--- config.mk ---
export PLATFORM = sky130hd
export DESIGN_NAME = cacheline_burst_adaptor_flat
export DESIGN_NICKNAME = d
export VERILOG_FILES = /design/src/rtl/cacheline_burst_adaptor_pkg.sv /design/src/rtl/cacheline_burst_adaptor_if.sv /design/src/rtl/cacheline_burst_adaptor_line_beat_buffer.sv /design/src/rtl/cacheline_burst_adaptor.sv /design/src/flat_wrapper.sv
export SDC_FILE = /design/constraint.sdc
export NUM_CORES = 1
export LEC_CHECK = 0
export CAP_MARGIN = 30
export CORE_AREA = 2 2 278 280
export CTS_CLUSTER_DIAMETER = 30
export DETAILED_ROUTE_END_ITERATION = 10
export DIE_AREA = 0 0 280 282
export SLEW_MARGIN = 20
export SYNTH_ARGS = -nofsm -noshare
export SYNTH_HDL_FRONTEND = slang
export SYNTH_SLANG_ARGS = --single-unit
--- constraint.sdc ---
create_clock -name clk -period 2.52 [get_ports clk]
set_input_delay 0.504 -clock clk [delete_from_list [all_inputs] [get_ports clk]]
set_output_delay 0.504 -clock clk [all_outputs]
set_load 0.005 [all_outputs]
--- src/rtl/cacheline_burst_adaptor_pkg.sv ---
`default_nettype none
// ----------------------------------------------------------------------------
// cacheline_burst_pkg: default widths and FSM state codes for the line adaptor
// Rev 1.0
// ----------------------------------------------------------------------------
package cacheline_burst_pkg;

   localparam int DEF_BEAT_W = 64;
   localparam int DEF_BEATS  = 4;
   localparam int DEF_LINE_W = 256;
   localparam int DEF_ADDR_W = 32;

   typedef logic [1:0] state_t;

   localparam state_t ST_IDLE     = 2'd0;
   localparam state_t ST_RD_BURST = 2'd1;
   localparam state_t ST_WR_BURST = 2'd2;
   localparam state_t ST_DONE     = 2'd3;

endpackage
`default_nettype wire

--- src/rtl/cacheline_burst_adaptor_if.sv ---
`default_nettype none
// ----------------------------------------------------------------------------
// cacheline_burst_adaptor_if: cache-side line port plus narrow burst port
// Rev 1.0
// ----------------------------------------------------------------------------
interface cacheline_burst_adaptor_if
   import cacheline_burst_pkg::*;
#(
   parameter int ADDR_W = DEF_ADDR_W,
   parameter int BEAT_W = DEF_BEAT_W,
   parameter int LINE_W = DEF_LINE_W
);

   logic [ADDR_W-1:0] pmem_address;
   logic [LINE_W-1:0] pmem_wdata;
   logic              pmem_read;
   logic              pmem_write;
   logic [LINE_W-1:0] pmem_rdata;
   logic              pmem_resp;

   logic [ADDR_W-1:0] burst_address;
   logic              burst_read;
   logic              burst_write;
   logic [BEAT_W-1:0] burst_wdata;
   logic [BEAT_W-1:0] burst_rdata;
   logic              burst_resp;

   // slave is the adaptor; master is the cache plus memory environment
   modport slave (
      input  pmem_address, pmem_wdata, pmem_read, pmem_write, burst_rdata, burst_resp,
      output pmem_rdata, pmem_resp, burst_address, burst_read, burst_write, burst_wdata
   );

   modport master (
      output pmem_address, pmem_wdata, pmem_read, pmem_write, burst_rdata, burst_resp,
      input  pmem_rdata, pmem_resp, burst_address, burst_read, burst_write, burst_wdata
   );

endinterface
`default_nettype wire

--- src/rtl/cacheline_burst_adaptor_line_beat_buffer.sv ---
`default_nettype none
// ----------------------------------------------------------------------------
// line_beat_buffer: read line assembled beat by beat, write line sliced out
// Rev 1.0
// ----------------------------------------------------------------------------
module line_beat_buffer
   import cacheline_burst_pkg::*;
#(
   parameter int BEAT_W = DEF_BEAT_W,
   parameter int BEATS  = DEF_BEATS,
   parameter int LINE_W = DEF_LINE_W,
   parameter int IDX_W  = 2
) (
   input  logic              clk,
   input  logic              rst,
   input  logic              line_we,
   input  logic [LINE_W-1:0] line_in,
   input  logic              beat_we,
   input  logic [IDX_W-1:0]  beat_idx,
   input  logic [BEAT_W-1:0] beat_in,
   input  logic [IDX_W-1:0]  store_idx,
   output logic [BEAT_W-1:0] store_beat,
   output logic [LINE_W-1:0] rd_line
);

   // Separate registers so a writeback never disturbs the last read line
   logic [LINE_W-1:0] rd_line_q, rd_line_d;
   logic [LINE_W-1:0] wr_line_q, wr_line_d;

   always_comb begin
      rd_line_d = rd_line_q;
      wr_line_d = wr_line_q;
      if (beat_we) begin
         rd_line_d[beat_idx*BEAT_W +: BEAT_W] = beat_in;
      end
      if (line_we) begin
         wr_line_d = line_in;
      end
   end

   always_ff @(posedge clk) begin
      if (rst) begin
         rd_line_q <= '0;
         wr_line_q <= '0;
      end else begin
         rd_line_q <= rd_line_d;
         wr_line_q <= wr_line_d;
      end
   end

   assign store_beat = wr_line_q[store_idx*BEAT_W +: BEAT_W];
   assign rd_line    = rd_line_q;

endmodule
`default_nettype wire

--- src/rtl/cacheline_burst_adaptor.sv ---
`default_nettype none
// ----------------------------------------------------------------------------
// cacheline_burst_adaptor: turns cache line reads/writes into BEATS-beat bursts
// Rev 1.0
// ----------------------------------------------------------------------------
module cacheline_burst_adaptor
   import cacheline_burst_pkg::*;
#(
   parameter int BEAT_W = DEF_BEAT_W,
   parameter int BEATS  = DEF_BEATS,
   parameter int LINE_W = DEF_LINE_W,
   parameter int ADDR_W = DEF_ADDR_W
) (
   input  logic                      clk,
   input  logic                      rst,
   cacheline_burst_adaptor_if.slave  bus
);

   localparam int CNT_W = (BEATS > 1) ? $clog2(BEATS) : 1;
   localparam int OFF_W = $clog2(LINE_W / 8);
   localparam logic [CNT_W-1:0]  LAST_BEAT = CNT_W'(BEATS - 1);
   localparam logic [ADDR_W-1:0] OFF_MASK  = ADDR_W'((64'd1 << OFF_W) - 64'd1);

   if (LINE_W != BEAT_W * BEATS) begin : g_width_check
      $error("LINE_W must equal BEAT_W*BEATS");
   end

   state_t            state_q, state_d;
   logic [CNT_W-1:0]  cnt_q, cnt_d;
   logic [ADDR_W-1:0] addr_q, addr_d;
   logic              line_we;
   logic              beat_we;
   logic [BEAT_W-1:0] store_beat;
   logic [ADDR_W-1:0] aligned_addr;

   assign aligned_addr = bus.pmem_address & ~OFF_MASK;

   // Write is checked first so a dirty writeback precedes the refill
   always_comb begin
      state_d = state_q;
      cnt_d   = cnt_q;
      addr_d  = addr_q;
      line_we = 1'b0;
      beat_we = 1'b0;
      case (state_q)
         ST_IDLE: begin
            if (bus.pmem_write) begin
               addr_d  = aligned_addr;
               line_we = 1'b1;
               state_d = ST_WR_BURST;
            end else if (bus.pmem_read) begin
               addr_d  = aligned_addr;
               state_d = ST_RD_BURST;
            end
         end
         ST_RD_BURST, ST_WR_BURST: begin
            if (bus.burst_resp) begin
               beat_we = (state_q == ST_RD_BURST);
               if (cnt_q == LAST_BEAT) begin
                  cnt_d   = '0;
                  state_d = ST_DONE;
               end else begin
                  cnt_d = cnt_q + 1'b1;
               end
            end
         end
         ST_DONE: state_d = ST_IDLE;
         default: state_d = ST_IDLE;
      endcase
   end

   always_ff @(posedge clk) begin
      if (rst) begin
         state_q <= ST_IDLE;
         cnt_q   <= '0;
         addr_q  <= '0;
      end else begin
         state_q <= state_d;
         cnt_q   <= cnt_d;
         addr_q  <= addr_d;
      end
   end

   line_beat_buffer #(
      .BEAT_W (BEAT_W),
      .BEATS  (BEATS),
      .LINE_W (LINE_W),
      .IDX_W  (CNT_W)
   ) u_buf (
      .clk        (clk),
      .rst        (rst),
      .line_we    (line_we),
      .line_in    (bus.pmem_wdata),
      .beat_we    (beat_we),
      .beat_idx   (cnt_q),
      .beat_in    (bus.burst_rdata),
      .store_idx  (cnt_q),
      .store_beat (store_beat),
      .rd_line    (bus.pmem_rdata)
   );

   assign bus.burst_address = addr_q;
   assign bus.burst_read    = (state_q == ST_RD_BURST);
   assign bus.burst_write   = (state_q == ST_WR_BURST);
   assign bus.burst_wdata   = (state_q == ST_WR_BURST) ? store_beat : '0;
   assign bus.pmem_resp     = (state_q == ST_DONE);

endmodule
`default_nettype wire

--- src/flat_wrapper.sv ---
// flat-port wrapper written by rule: the top's interface ports become plain ports
module cacheline_burst_adaptor_flat import cacheline_burst_pkg::*;
#(
   parameter int BEAT_W = DEF_BEAT_W,
   parameter int BEATS  = DEF_BEATS,
   parameter int LINE_W = DEF_LINE_W,
   parameter int ADDR_W = DEF_ADDR_W
)
  (clk, rst, bus_pmem_address, bus_pmem_wdata, bus_pmem_read, bus_pmem_write, bus_burst_rdata, bus_burst_resp, bus_pmem_rdata, bus_pmem_resp, bus_burst_address, bus_burst_read, bus_burst_write, bus_burst_wdata);
  cacheline_burst_adaptor_if #(.ADDR_W(ADDR_W), .BEAT_W(BEAT_W), .LINE_W(LINE_W)) bus_i ();
  input  logic clk;
  input  logic rst;
  input wire logic [$bits(bus_i.pmem_address)-1:0] bus_pmem_address;
  input wire logic [$bits(bus_i.pmem_wdata)-1:0] bus_pmem_wdata;
  input wire logic [$bits(bus_i.pmem_read)-1:0] bus_pmem_read;
  input wire logic [$bits(bus_i.pmem_write)-1:0] bus_pmem_write;
  input wire logic [$bits(bus_i.burst_rdata)-1:0] bus_burst_rdata;
  input wire logic [$bits(bus_i.burst_resp)-1:0] bus_burst_resp;
  output wire logic [$bits(bus_i.pmem_rdata)-1:0] bus_pmem_rdata;
  output wire logic [$bits(bus_i.pmem_resp)-1:0] bus_pmem_resp;
  output wire logic [$bits(bus_i.burst_address)-1:0] bus_burst_address;
  output wire logic [$bits(bus_i.burst_read)-1:0] bus_burst_read;
  output wire logic [$bits(bus_i.burst_write)-1:0] bus_burst_write;
  output wire logic [$bits(bus_i.burst_wdata)-1:0] bus_burst_wdata;
  assign bus_i.pmem_address = bus_pmem_address;
  assign bus_i.pmem_wdata = bus_pmem_wdata;
  assign bus_i.pmem_read = bus_pmem_read;
  assign bus_i.pmem_write = bus_pmem_write;
  assign bus_i.burst_rdata = bus_burst_rdata;
  assign bus_i.burst_resp = bus_burst_resp;
  assign bus_pmem_rdata = bus_i.pmem_rdata;
  assign bus_pmem_resp = bus_i.pmem_resp;
  assign bus_burst_address = bus_i.burst_address;
  assign bus_burst_read = bus_i.burst_read;
  assign bus_burst_write = bus_i.burst_write;
  assign bus_burst_wdata = bus_i.burst_wdata;
  cacheline_burst_adaptor #(.BEAT_W(BEAT_W), .BEATS(BEATS), .LINE_W(LINE_W), .ADDR_W(ADDR_W)) u_core (.clk(clk), .rst(rst), .bus(bus_i));
endmodule
==> summary.txt, run 1 <==
Floorplanning
  – Initial core utilization: between 20 and 30%
  – Core ar.: 0.0757 mm2
  – Die Span Y: about 280 um
  – IO Pins: between 700 and 800
  – Total die area: 0.0790 mm2
  – Placement Rows: roughly 100
  – Die width: approximately 280 um

Setup path
  – R2R depth: 9
  – Crit path required time: 2.02 ns
  – RR Startpoint: u_core.cnt_q[0]$_SDFFE_PP0P_
  – CP startpoint kind: flop
  – Critical path class: flop to output pin
  – Flop-to-flop setup slack: ~0.2 ns
  – Crit-path max cell delay: between 0.4 and 0.5 ns
  – Slowest cell on the critical path: mux4_2
  – Crit path cell chain: buf_12, buf_12, buf_12, mux4_2, and2_1, buf_2
  – Worst Path Arrival: between 2 and 2.5 ns
  – Most used cell, CP: buf_12
  – R2r endpoint: u_core.u_buf.rd_line[8]$_SDFFE_PP0P_
  – CP max FO: 6
  – Crit. End Element: output pin

Timing
  – Pins over their slew limit: 0
  – Clk_skew: about 0.05 ns
  – Final setup vio count: 64
  – Crit share post-route: 109%
  – Tmin final: 2.75 ns
  – Headroom to the max-slew limit: 62.0%
  – TNS Setup: -10.14 ns
  – Unrepaired setup endpoints after global routing: yes
  – F_max: 364 MHz
  – Final hold vios: 0
  – PnR worst setup slack: -0.230 ns
  – Worst Tran Pin Value: 0.571 ns

Synth
  – Leading area contributor after synthesis: dfxtp_1
  – Top cells by area, synth: dfxtp_1 (51%), nand2_1 (15%), a21oi_1 (12%), mux4_2 (6.7%), nand3_1 (5.8%)
  – Synth Area per Inst: 8.30 um2
  – Yosys warns: 0
  – Synth Register Bits: about 540
  – Sequential area share after synthesis: a little over 50%
  – Synth unique cells: 33
  – Cell Area, Synth: 0.0214 mm2
  – Yosys top cell area share: 50.9%
  – Mapped Cells: 2,574

Power
  – Total power: between 30 and 40 mW
  – Static leakage: between 10 and 15 nW
  – Max IR drop VDD: approximately 600 uV
  – PD cells: approximately 1000 mW/mm2

Min path
  – Hold EP: u_core.u_buf.wr_line_q[242]$_SDFFE_PP0P_
  – Hold depth: 2
  – Worst min-delay path class: input port to flop
  – Hold Path Origin: rst

Global routing
  – Vias in the first global route: about 21,000
  – All-Layer GR Usage: roughly a fifth
  – First-pass GRT wire length: 127,000 um
  – Pin count of the biggest net entering global routing: between 100 and 150
  – Grt ovf: 0
  – Initial antenna violation count: 17

Clock network
  – Hold-fix buffers, CTS: 0
  – Worst-path clk slew: ~0.04 ns
  – Worst skew pair latency: a little over 0.7 ns
  – CTS Buf Count: around 140
  – H-tree depth: 4
  – CTS Sinks: 543
  – TritonCTS clock tree: yes
  – Root buffer selected by CTS: clkbuf_16
  – Clk buf depth: 3

Drt
  – Via count: around 21,000
  – Via density: 4.81
  – Antenna Nets Post-Route: 0
  – Drt pass-1 iters: 6
  – DRT Wirelength: about 87,000 um
  – Wire per inst: between 15 and 20 um
  – DR iter-0 viols: 1,501
  – DRC Markers: 0

Final layout
  – Layout Nets: ~3,700
  – Layout cells sized above 1: between 10% and 20%
  – Most frequent cells in the layout: nand2_1 (825), clkdlybuf4s50_1 (635), dfxtp_1 (541)
  – Area growth syn-to-layout: 66.5%
  – Commonest non-fill, non-tap cell in the layout: nand2_1

Place
  – PortBufs: approximately 700
  – Routability cong.: 0.858
  – Dpl hpwl: ~59,000 um

Outcome
  – Status: complete, but fails checks
  – Violated checks: setup timing

Job
  – Max-Cap Viols: 0
==> flip-flops by register name (all words and copies together) (netlist names) <==
name and flops:
u_core.u_buf.rd_line 256, u_core.bus.burst_address 27, u_core.u_buf.wr_line_q 256, u_core.cnt_q 2
u_core.state_q 2
==> per-stage QoR <==
| step | hold slack (ns) | area (um2) | util [%] | cells | setup slack, ns |
|---|---|---|---|---|---|
| 5_1_grt | 0.117 | 35600 | 47.0 | 4413 | -0.316 |
| 3_3_place_gp | 0.437 | 29900 | 39.5 | 4113 | 0.109 |
| 3_5_place_dp | 0.442 | 29900 | 39.5 | 4113 | 0.0938 |
| 2_1_floorplan | 0.433 | 21400 | - | 2578 | 0.0241 |
| 4_1_cts | 0.105 | 35400 | 46.8 | 4403 | -0.381 |
| 6_report | 0.144 | 35600 | 47.0 | 4416 | -0.230 |
==> worst max-delay path by stage <==
stage / from / end / slack [ns]
global route: u_core.cnt_q[0]$_SDFFE_PP0P_ / bus_burst_wdata[52] / -0.32
floorplan: u_core.cnt_q[1]$_SDFFE_PP0P_ / u_core.u_buf.rd_line[222]$_SDFFE_PP0P_ / 0.02
global placement: u_core.cnt_q[0]$_SDFFE_PP0P_ / bus_burst_wdata[46] / 0.11
detailed placement: u_core.cnt_q[0]$_SDFFE_PP0P_ / u_core.u_buf.rd_line[188]$_SDFFE_PP0P_ / 0.09
finish: u_core.cnt_q[0]$_SDFFE_PP0P_ / bus_burst_wdata[52] / -0.23
CTS: u_core.cnt_q[0]$_SDFFE_PP0P_ / bus_burst_wdata[63] / -0.38
==> power by group <==
| part | switching [mW] | internal [mW] |
|---|---|---|
| logic | 3.94 | 3.57 |
| registers | 0.498 | 9.51 |
| clock network | 5.82 | 12.4 |
==> cells in the mapped netlist <==
master,n
nor3b_1,1
nand3_2,10
and4bb_2,1
nor2_1,6
and2_1,64
conb_1,1
mux4_2,64
and3b_2,1
o21a_1,1
nand2_1,826
a21oi_1,530
nand2b_1,1
buf_1,7
a21oi_2,10
nor4b_1,1
nor3b_4,1
ha_1,12
a22oi_1,1
dfxtp_1,543
nor4b_4,1
mux2_2,1
and2_0,1
nand3_1,247
and4_1,4
buf_4,10
o21ai_1,1
buf_6,7
buf_2,79
a211o_1,1
inv_1,4
clkbuf_1,130
mux2i_1,3
nand4_1,4
==> final cells by class <==
class / instances / area [um2]
Sequential cell: 543 / 10900
Clock buffer: 180 / 3870
Inverter: 4 / 15.0
Antenna cell: 12 / 30.0
Multi-Input combinational cell: 1798 / 9600
Timing Repair Buffer: 834 / 8880
Clock inverter: 67 / 1080
Tap cell: 978 / 1220
Fill cell: 7252 / 40100
==> repair_timing <==
action,CTS,global route
gates resized for setup,357,55
cloned,5,0
pin swaps,46,15
hold endpoints to repair,0,0
setup endpoints to repair,65,113
buffers inserted,38,11
==> worst max-delay path: cells and delay by family, from the launching register on <==
kind,cells,cell delay [ns]
buffers and inverters,4,0.55
flip-flops,1,0.36
multiplexers,1,0.48
AND/OR/NAND/NOR,1,0.17
==> layer usage <==
metal	global-route usage [%]	vias to the layer above	part of all wire [%]
met5	0	-	0.061
met4	11.1	8	4.6
met3	6.55	227	7.9
met2	35.1	857	48
met1	24.1	9993	39
li1	-	10178	-
==> logic make-up (layout without fill, tap and decap cells) <==
| family | Yosys count | in the layout | synth area share [%] |
|---|---|---|---|
| other | 1 | 17 | 0.0175 |
| DFF | 543 | 543 | 50.9 |
| buffers and inverters | 237 | 1085 | 5.05 |
| and+or+nand+nor | 1169 | 1169 | 23.5 |
| adders and majority gates | 12 | 12 | 0.703 |
| AOI/OAI and AO/OA | 544 | 544 | 13.0 |
| muxes | 68 | 68 | 6.94 |
No activity file was read; power rests on OpenSTA's default activity.
==> run 2: changes to the inputs <==
--- a/config.mk
+++ b/config.mk
@@ -14,3 +14,4 @@
 export SYNTH_ARGS = -nofsm -noshare
 export SYNTH_HDL_FRONTEND = slang
 export SYNTH_SLANG_ARGS = --single-unit
+export TNS_END_PERCENT = 10
==> run 2 against run 1 <==
The flow still finishes with violations (setup timing). Cell count fell by 0.27%. Sequential power about the same. Via count shrank 0.48%. Flip-flop and latch count did not move. Critical endpoint unchanged. Largest cell class unchanged. Largest power group unchanged.
==> summary.txt, run 2 (synthesized netlist as in run 1, its figures left out) <==
Outcome
  – Status: complete, but fails checks
  – Violated checks: setup timing

Final layout
  – # fillers: around 7,300
  – Commonest non-fill, non-tap cell in the layout: nand2_1
  – Final Cell Area: 0.0354 mm2
  – Area growth syn-to-layout: 65.5%
  – Layout cells sized above 1: 16.6%
  – Area occupied by multi-input gates: between 0.009 and 0.01 mm2
  – Most frequent cells in the layout: nand2_1 (825), clkdlybuf4s50_1 (635), dfxtp_1 (541)
  – Register Area: ~0.011 mm2
  – Layout Nets: approximately 3,700

Floorplanning
  – IO Pins: ~710
  – Die width: ~280 um
  – Die Span Y: about 280 um
  – Placement Rows: a little over 100
  – Core ar.: between 0.07 and 0.08 mm2
  – Initial core utilization: between 20% and 30%
  – Total die area: roughly 0.08 mm2

Power
  – Flop pwr share: between 20% and 30%
  – Pint: 25.4 mW
  – Sw Ratio: between 20 and 30%
  – PD cells: 1010 mW/mm2
  – Static leakage: 12.8 nW
  – Switch Pwr: a little over 10 mW
  – Clock share of power: 51.3%
  – Gate power share: 20.6%
  – Max IR drop VDD: roughly 600 uV

Setup path
  – CP max FO: 6
  – R2r endpoint: u_core.u_buf.rd_line[8]$_SDFFE_PP0P_
  – Flop-to-flop setup slack: 0.04 ns
  – Crit path required time: 2.02 ns
  – Slowest cell on the critical path: mux4_2
  – Critical path origin: u_core.cnt_q[0]$_SDFFE_PP0P_
  – RR Startpoint: u_core.cnt_q[0]$_SDFFE_PP0P_
  – CP startpoint kind: flop
  – R2R depth: 11
  – Crit path cell chain: buf_12, buf_12, buf_12, mux4_2, and2_1, buf_2
  – Worst Path Arrival: between 2 and 2.5 ns
  – End point of the critical path: bus_burst_wdata[52]
  – Most used cell, CP: buf_12
  – Crit. End Element: output pin
  – Critical path class: flop to output pin
  – Crit-path max cell delay: 0.48 ns

Timing
  – PnR worst setup slack: -0.206 ns
  – Final setup vio count: 64
  – Final hold vios: 0
  – TNS Setup: -8.79 ns
  – Pins over their slew limit: 0
  – Headroom to the max-slew limit: about 63%
  – Hold slack final: 0.147 ns
  – Worst Tran Pin Value: between 0.5 and 0.6 ns
  – Unrepaired setup endpoints after global routing: yes
  – F_max: 367 MHz
  – Tmin final: 2.73 ns
  – Crit share post-route: 108%
  – Clk_skew: 0.0456 ns

Place
  – Dpl hpwl: 59,100 um
  – PortBufs: roughly 700
  – Setup Slack @ Placement: 0.0938 ns
  – Routability cong.: ~0.86
  – Dpl cell area: 0.0299 mm2

Global routing
  – Initial antenna violation count: 16
  – Vias in the first global route: 20,619
  – All-Layer GR Usage: between 20% and 30%
  – First-pass GRT wire length: roughly 130,000 um
  – Grt ovf: 0
  – Pin count of the biggest net entering global routing: about 110

Clock network
  – Clk buf depth: 3
  – CTS Buf Count: between 100 and 150
  – Root buffer selected by CTS: clkbuf_16
  – TritonCTS clock tree: yes
  – Worst-path clk slew: around 0.04 ns
  – Worst skew pair latency: approximately 0.72 ns
  – CTS Sinks: approximately 540
  – H-tree depth: 4
  – Hold-fix buffers, CTS: 0

Drt
  – Via count: around 21,000
  – Routed wl met2: 41,900 um
  – Antenna Nets Post-Route: 0
  – DRT Wirelength: 86,500 um
  – Top Metal Used: met5
  – Drt pass-1 iters: 7
  – Via density: a little under 5
  – Met1 Wirelength: around 34,000 um
  – DRC Markers: 0
  – Wire per inst: 19.6 um
  – DR iter-0 viols: 1,504
  – Met3 WL: between 6000 and 7000 um

Job
  – Max-Cap Viols: 0

Min path
  – Worst min-delay path class: input port to flop
run 2: how the worst min path moves through the flow:
stage	endpoint	startpoint	slack [ns]	depth (start not counted)
floorplan	u_core.u_buf.wr_line_q[128]$_SDFFE_PP0P_	u_core.u_buf.wr_line_q[128]$_SDFFE_PP0P_	0.43	2
global placement	u_core.u_buf.rd_line[97]$_SDFFE_PP0P_	u_core.u_buf.rd_line[97]$_SDFFE_PP0P_	0.44	2
detailed placement	u_core.u_buf.rd_line[20]$_SDFFE_PP0P_	u_core.u_buf.rd_line[20]$_SDFFE_PP0P_	0.44	2
CTS	u_core.u_buf.wr_line_q[242]$_SDFFE_PP0P_	rst	0.11	2
global route	u_core.u_buf.wr_line_q[117]$_SDFFE_PP0P_	rst	0.12	2
finish	u_core.u_buf.wr_line_q[242]$_SDFFE_PP0P_	rst	0.15	2
run 2: metal layers:
layer	up-vias	GRT usage, %
li1	10153	-
met1	9927	24.1
met2	860	35.0
met3	214	6.50
met4	8	11.0
met5	-	0
run 2: power by group through the flow:
stage / clock network, mW / registers (mW) / logic, mW
global placement: 0 / 10.1 / 6.55
floorplan: 0 / 9.97 / 3.72
detailed placement: 0 / 10.2 / 6.58
global route: 19.0 / 10.1 / 7.96
finish: 18.3 / 10.0 / 7.34
CTS: 18.5 / 9.99 / 7.38
run 2: what timing repair did:
item / 4_1_cts / 5_1_grt
cloned: 5 / 0
gates resized for setup: 319 / 50
setup endpoints to repair: 65 / 113
pin swaps: 52 / 7
setup buffers: 26 / 6
run 2: through the flow:
stage | std cells | power, mW | util [%]
2_1_floorplan | 2578 | 13.7 | -
3_3_place_gp | 4113 | 16.7 | 39.5
3_5_place_dp | 4113 | 16.7 | 39.5
4_1_cts | 4391 | 35.9 | 46.6
5_1_grt | 4401 | 37.1 | 46.7
6_report | 4404 | 35.6 | 46.7
run 2: critical path: cells and delay by family (launching register included):
kind,cells,cell delay [ns]
AND/OR/NAND/NOR,1,0.15
multiplexers,1,0.48
flip-flops,1,0.36
buffers and inverters,4,0.54
run 2: area by class of cell:
type,count,area share (%)
Sequential cell,543,30.8
Multi-Input combinational cell,1798,27.2
Timing Repair Buffer,823,24.5
Clock buffer,180,10.9
Tap cell,978,3.46
Clock inverter,67,3.04
Antenna cell,11,0.0778
Inverter,4,0.0425
==> run 3: changes to the inputs <==
--- a/config.mk
+++ b/config.mk
@@ -14,4 +14,4 @@
 export SYNTH_ARGS = -nofsm -noshare
 export SYNTH_HDL_FRONTEND = slang
 export SYNTH_SLANG_ARGS = --single-unit
-export TNS_END_PERCENT = 10
+export TNS_END_PERCENT = 5
==> run 3 against run 2 <==
The flow still finishes with violations (setup timing). Fmax rose by 0.22%. Critical path depth did not move. Worst hold slack improved by 0.00071 ns. Utilization fell by 0.10 points. Power fell by 0.25%. Via count fell by 0.26%. Count of clock-buffer cells in the layout did not move. Register-to-register slack improved by 0.18 ns. Global-route usage barely moved.
==> summary.txt, run 3 (synthesized netlist as in run 1, its figures left out) <==
Min path
  – Hold Path Origin: rst
  – Worst min-delay path class: input port to flop

Setup path
  – Critical path class: flop to output pin
  – CP startpoint kind: flop
  – CP max FO: 6
  – RR Startpoint: u_core.cnt_q[0]$_SDFFE_PP0P_
  – Crit. End Element: output pin
  – Worst Path Arrival: ~2.2 ns
  – Critical path origin: u_core.cnt_q[0]$_SDFFE_PP0P_
  – Crit path required time: around 2 ns

Power
  – Gate power share: around a fifth
  – Sw Ratio: ~29%
  – Switch Pwr: 10.2 mW
  – Clock share of power: roughly half
  – Pint: 25.3 mW
  – Max IR drop VDD: roughly 600 uV
  – Flop pwr share: between 20% and 30%
  – PD cells: 1010 mW/mm2
  – Total power: between 30 and 40 mW
  – Static leakage: between 10 and 15 nW

Floorplanning
  – Initial core utilization: between 20 and 30%
  – Core ar.: 0.0757 mm2
  – Die Span Y: 282 um
  – Total die area: 0.0790 mm2
  – IO Pins: just over 700
  – Die width: around 280 um
  – Placement Rows: 101

Final layout
  – # fillers: 7,301
  – Layout Nets: ~3,700
  – Most frequent cells in the layout: nand2_1 (825), clkdlybuf4s50_1 (635), dfxtp_1 (541)
  – Layout cells sized above 1: 16.5%
  – Area growth syn-to-layout: 65.1%
  – Layout Cells excl Fill: around 4,400
  – Commonest non-fill, non-tap cell in the layout: nand2_1

Global routing
  – Grt ovf: 0
  – All-Layer GR Usage: a little over a fifth
  – Initial antenna violation count: 16
  – Vias in the first global route: a little over 20,000
  – Pin count of the biggest net entering global routing: about 110
  – First-pass GRT wire length: approximately 130,000 um

Drt
  – Via density: roughly 4.8
  – DRC Markers: 0
  – Antenna Nets Post-Route: 0
  – Via count: around 21,000
  – Wire per inst: 19.6 um
  – Drt pass-1 iters: 5
  – DR iter-0 viols: about 1,400
  – DRT Wirelength: roughly 86,000 um

Timing
  – Unrepaired setup endpoints after global routing: yes
  – F_max: around 370 MHz
  – Clk_skew: just under 0.05 ns
  – PnR worst setup slack: -0.200 ns
  – Crit share post-route: 108%
  – Headroom to the max-slew limit: a little under two thirds
  – TNS Setup: -8.35 ns
  – Tmin final: ~2.7 ns
  – Final hold vios: 0
  – Worst Tran Pin Value: roughly 0.54 ns
  – Pins over their slew limit: 0
  – Final setup vio count: between 60 and 70

Outcome
  – Violated checks: setup timing
  – Status: complete, but fails checks

Clock network
  – Root buffer selected by CTS: clkbuf_16
  – Clk buf depth: 3
  – Worst-path clk slew: around 0.04 ns
  – CTS Buf Count: between 100 and 150
  – CTS Sinks: about 540
  – Worst skew pair latency: a little over 0.7 ns
  – TritonCTS clock tree: yes
  – H-tree depth: 4

Place
  – Routability cong.: ~0.86
  – PortBufs: around 700
  – Dpl cells: roughly 4,000
  – Dpl hpwl: approximately 59,000 um
  – Setup Slack @ Placement: around 0.094 ns

Job
  – Max-Cap Viols: 0
run 3: changes by cell type in the layout (fill, tap and decap cells not counted), sizes merged:
cell | before | now
buf | 176 | 173
run 3: worst max-delay path, cell delays in order, from the launching register on:
cell and delay (ns):
dfxtp_4 0.36, buf_12 0.14, buf_12 0.13, buf_12 0.13, mux4_2 0.48, and2_1 0.15, buf_2 0.14
run 3: layer usage:
layer  vias up  global-route usage (%)  part of all wire (%)
met5         -                       0                 0.061
met4         8                    11.0                   4.4
met3       220                    6.57                   7.8
met2       841                    35.0                    48
met1      9885                    24.0                    39
li1      10153                       -                     -
run 3: stage by stage:
step	hold WS [ns]	area, um2	utilization (%)
after detailed placement	0.442	29900	39.5
after floorplan	0.433	21400	-
after global placement	0.437	29900	39.5
after global routing	0.119	35300	46.6
final	0.147	35300	46.6
after CTS	0.105	35200	46.6
run 3: layout make-up:
cell class                      count  area [um2]  share of cell area (%)
Tap cell                          978        1220                    3.47
Sequential cell                   543       10900                    30.8
Clock inverter                     67        1080                    3.05
Antenna cell                       11        27.5                  0.0780
Timing Repair Buffer              820        8610                    24.4
Multi-Input combinational cell   1798        9590                    27.2
Inverter                            4        15.0                  0.0425
Clock buffer                      180        3870                    11.0
run 3: repair_timing:
action | in CTS | in global routing
endpoints found under the setup margin | 65 | 79
setup buffers | 25 | 4
hold buffers | 0 | 0
resized for setup | 314 | 43
hold endpoints to repair | 0 | 0
pin swaps | 51 | 6
gates cloned | 5 | 0
run 3: worst paths after layout:
path         depth (start not counted)                                  endpoint  slack, ns
min                                  2  u_core.u_buf.wr_line_q[242]$_SDFFE_PP0P_       0.15
max reg2reg                         10    u_core.u_buf.rd_line[188]$_SDFFE_PP0P_       0.22
min reg2reg                          2     u_core.u_buf.rd_line[84]$_SDFFE_PP0P_       0.45
max                                  6                       bus_burst_wdata[52]      -0.20
run 3: power by group through the flow:
stage	sequential (mW)	combinational [mW]	clock, mW
after global routing	10.1	7.90	19.0
after detailed placement	10.2	6.58	0
after global placement	10.1	6.55	0
final	10.0	7.27	18.2
after floorplan	9.97	3.72	0
after CTS	9.99	7.36	18.5
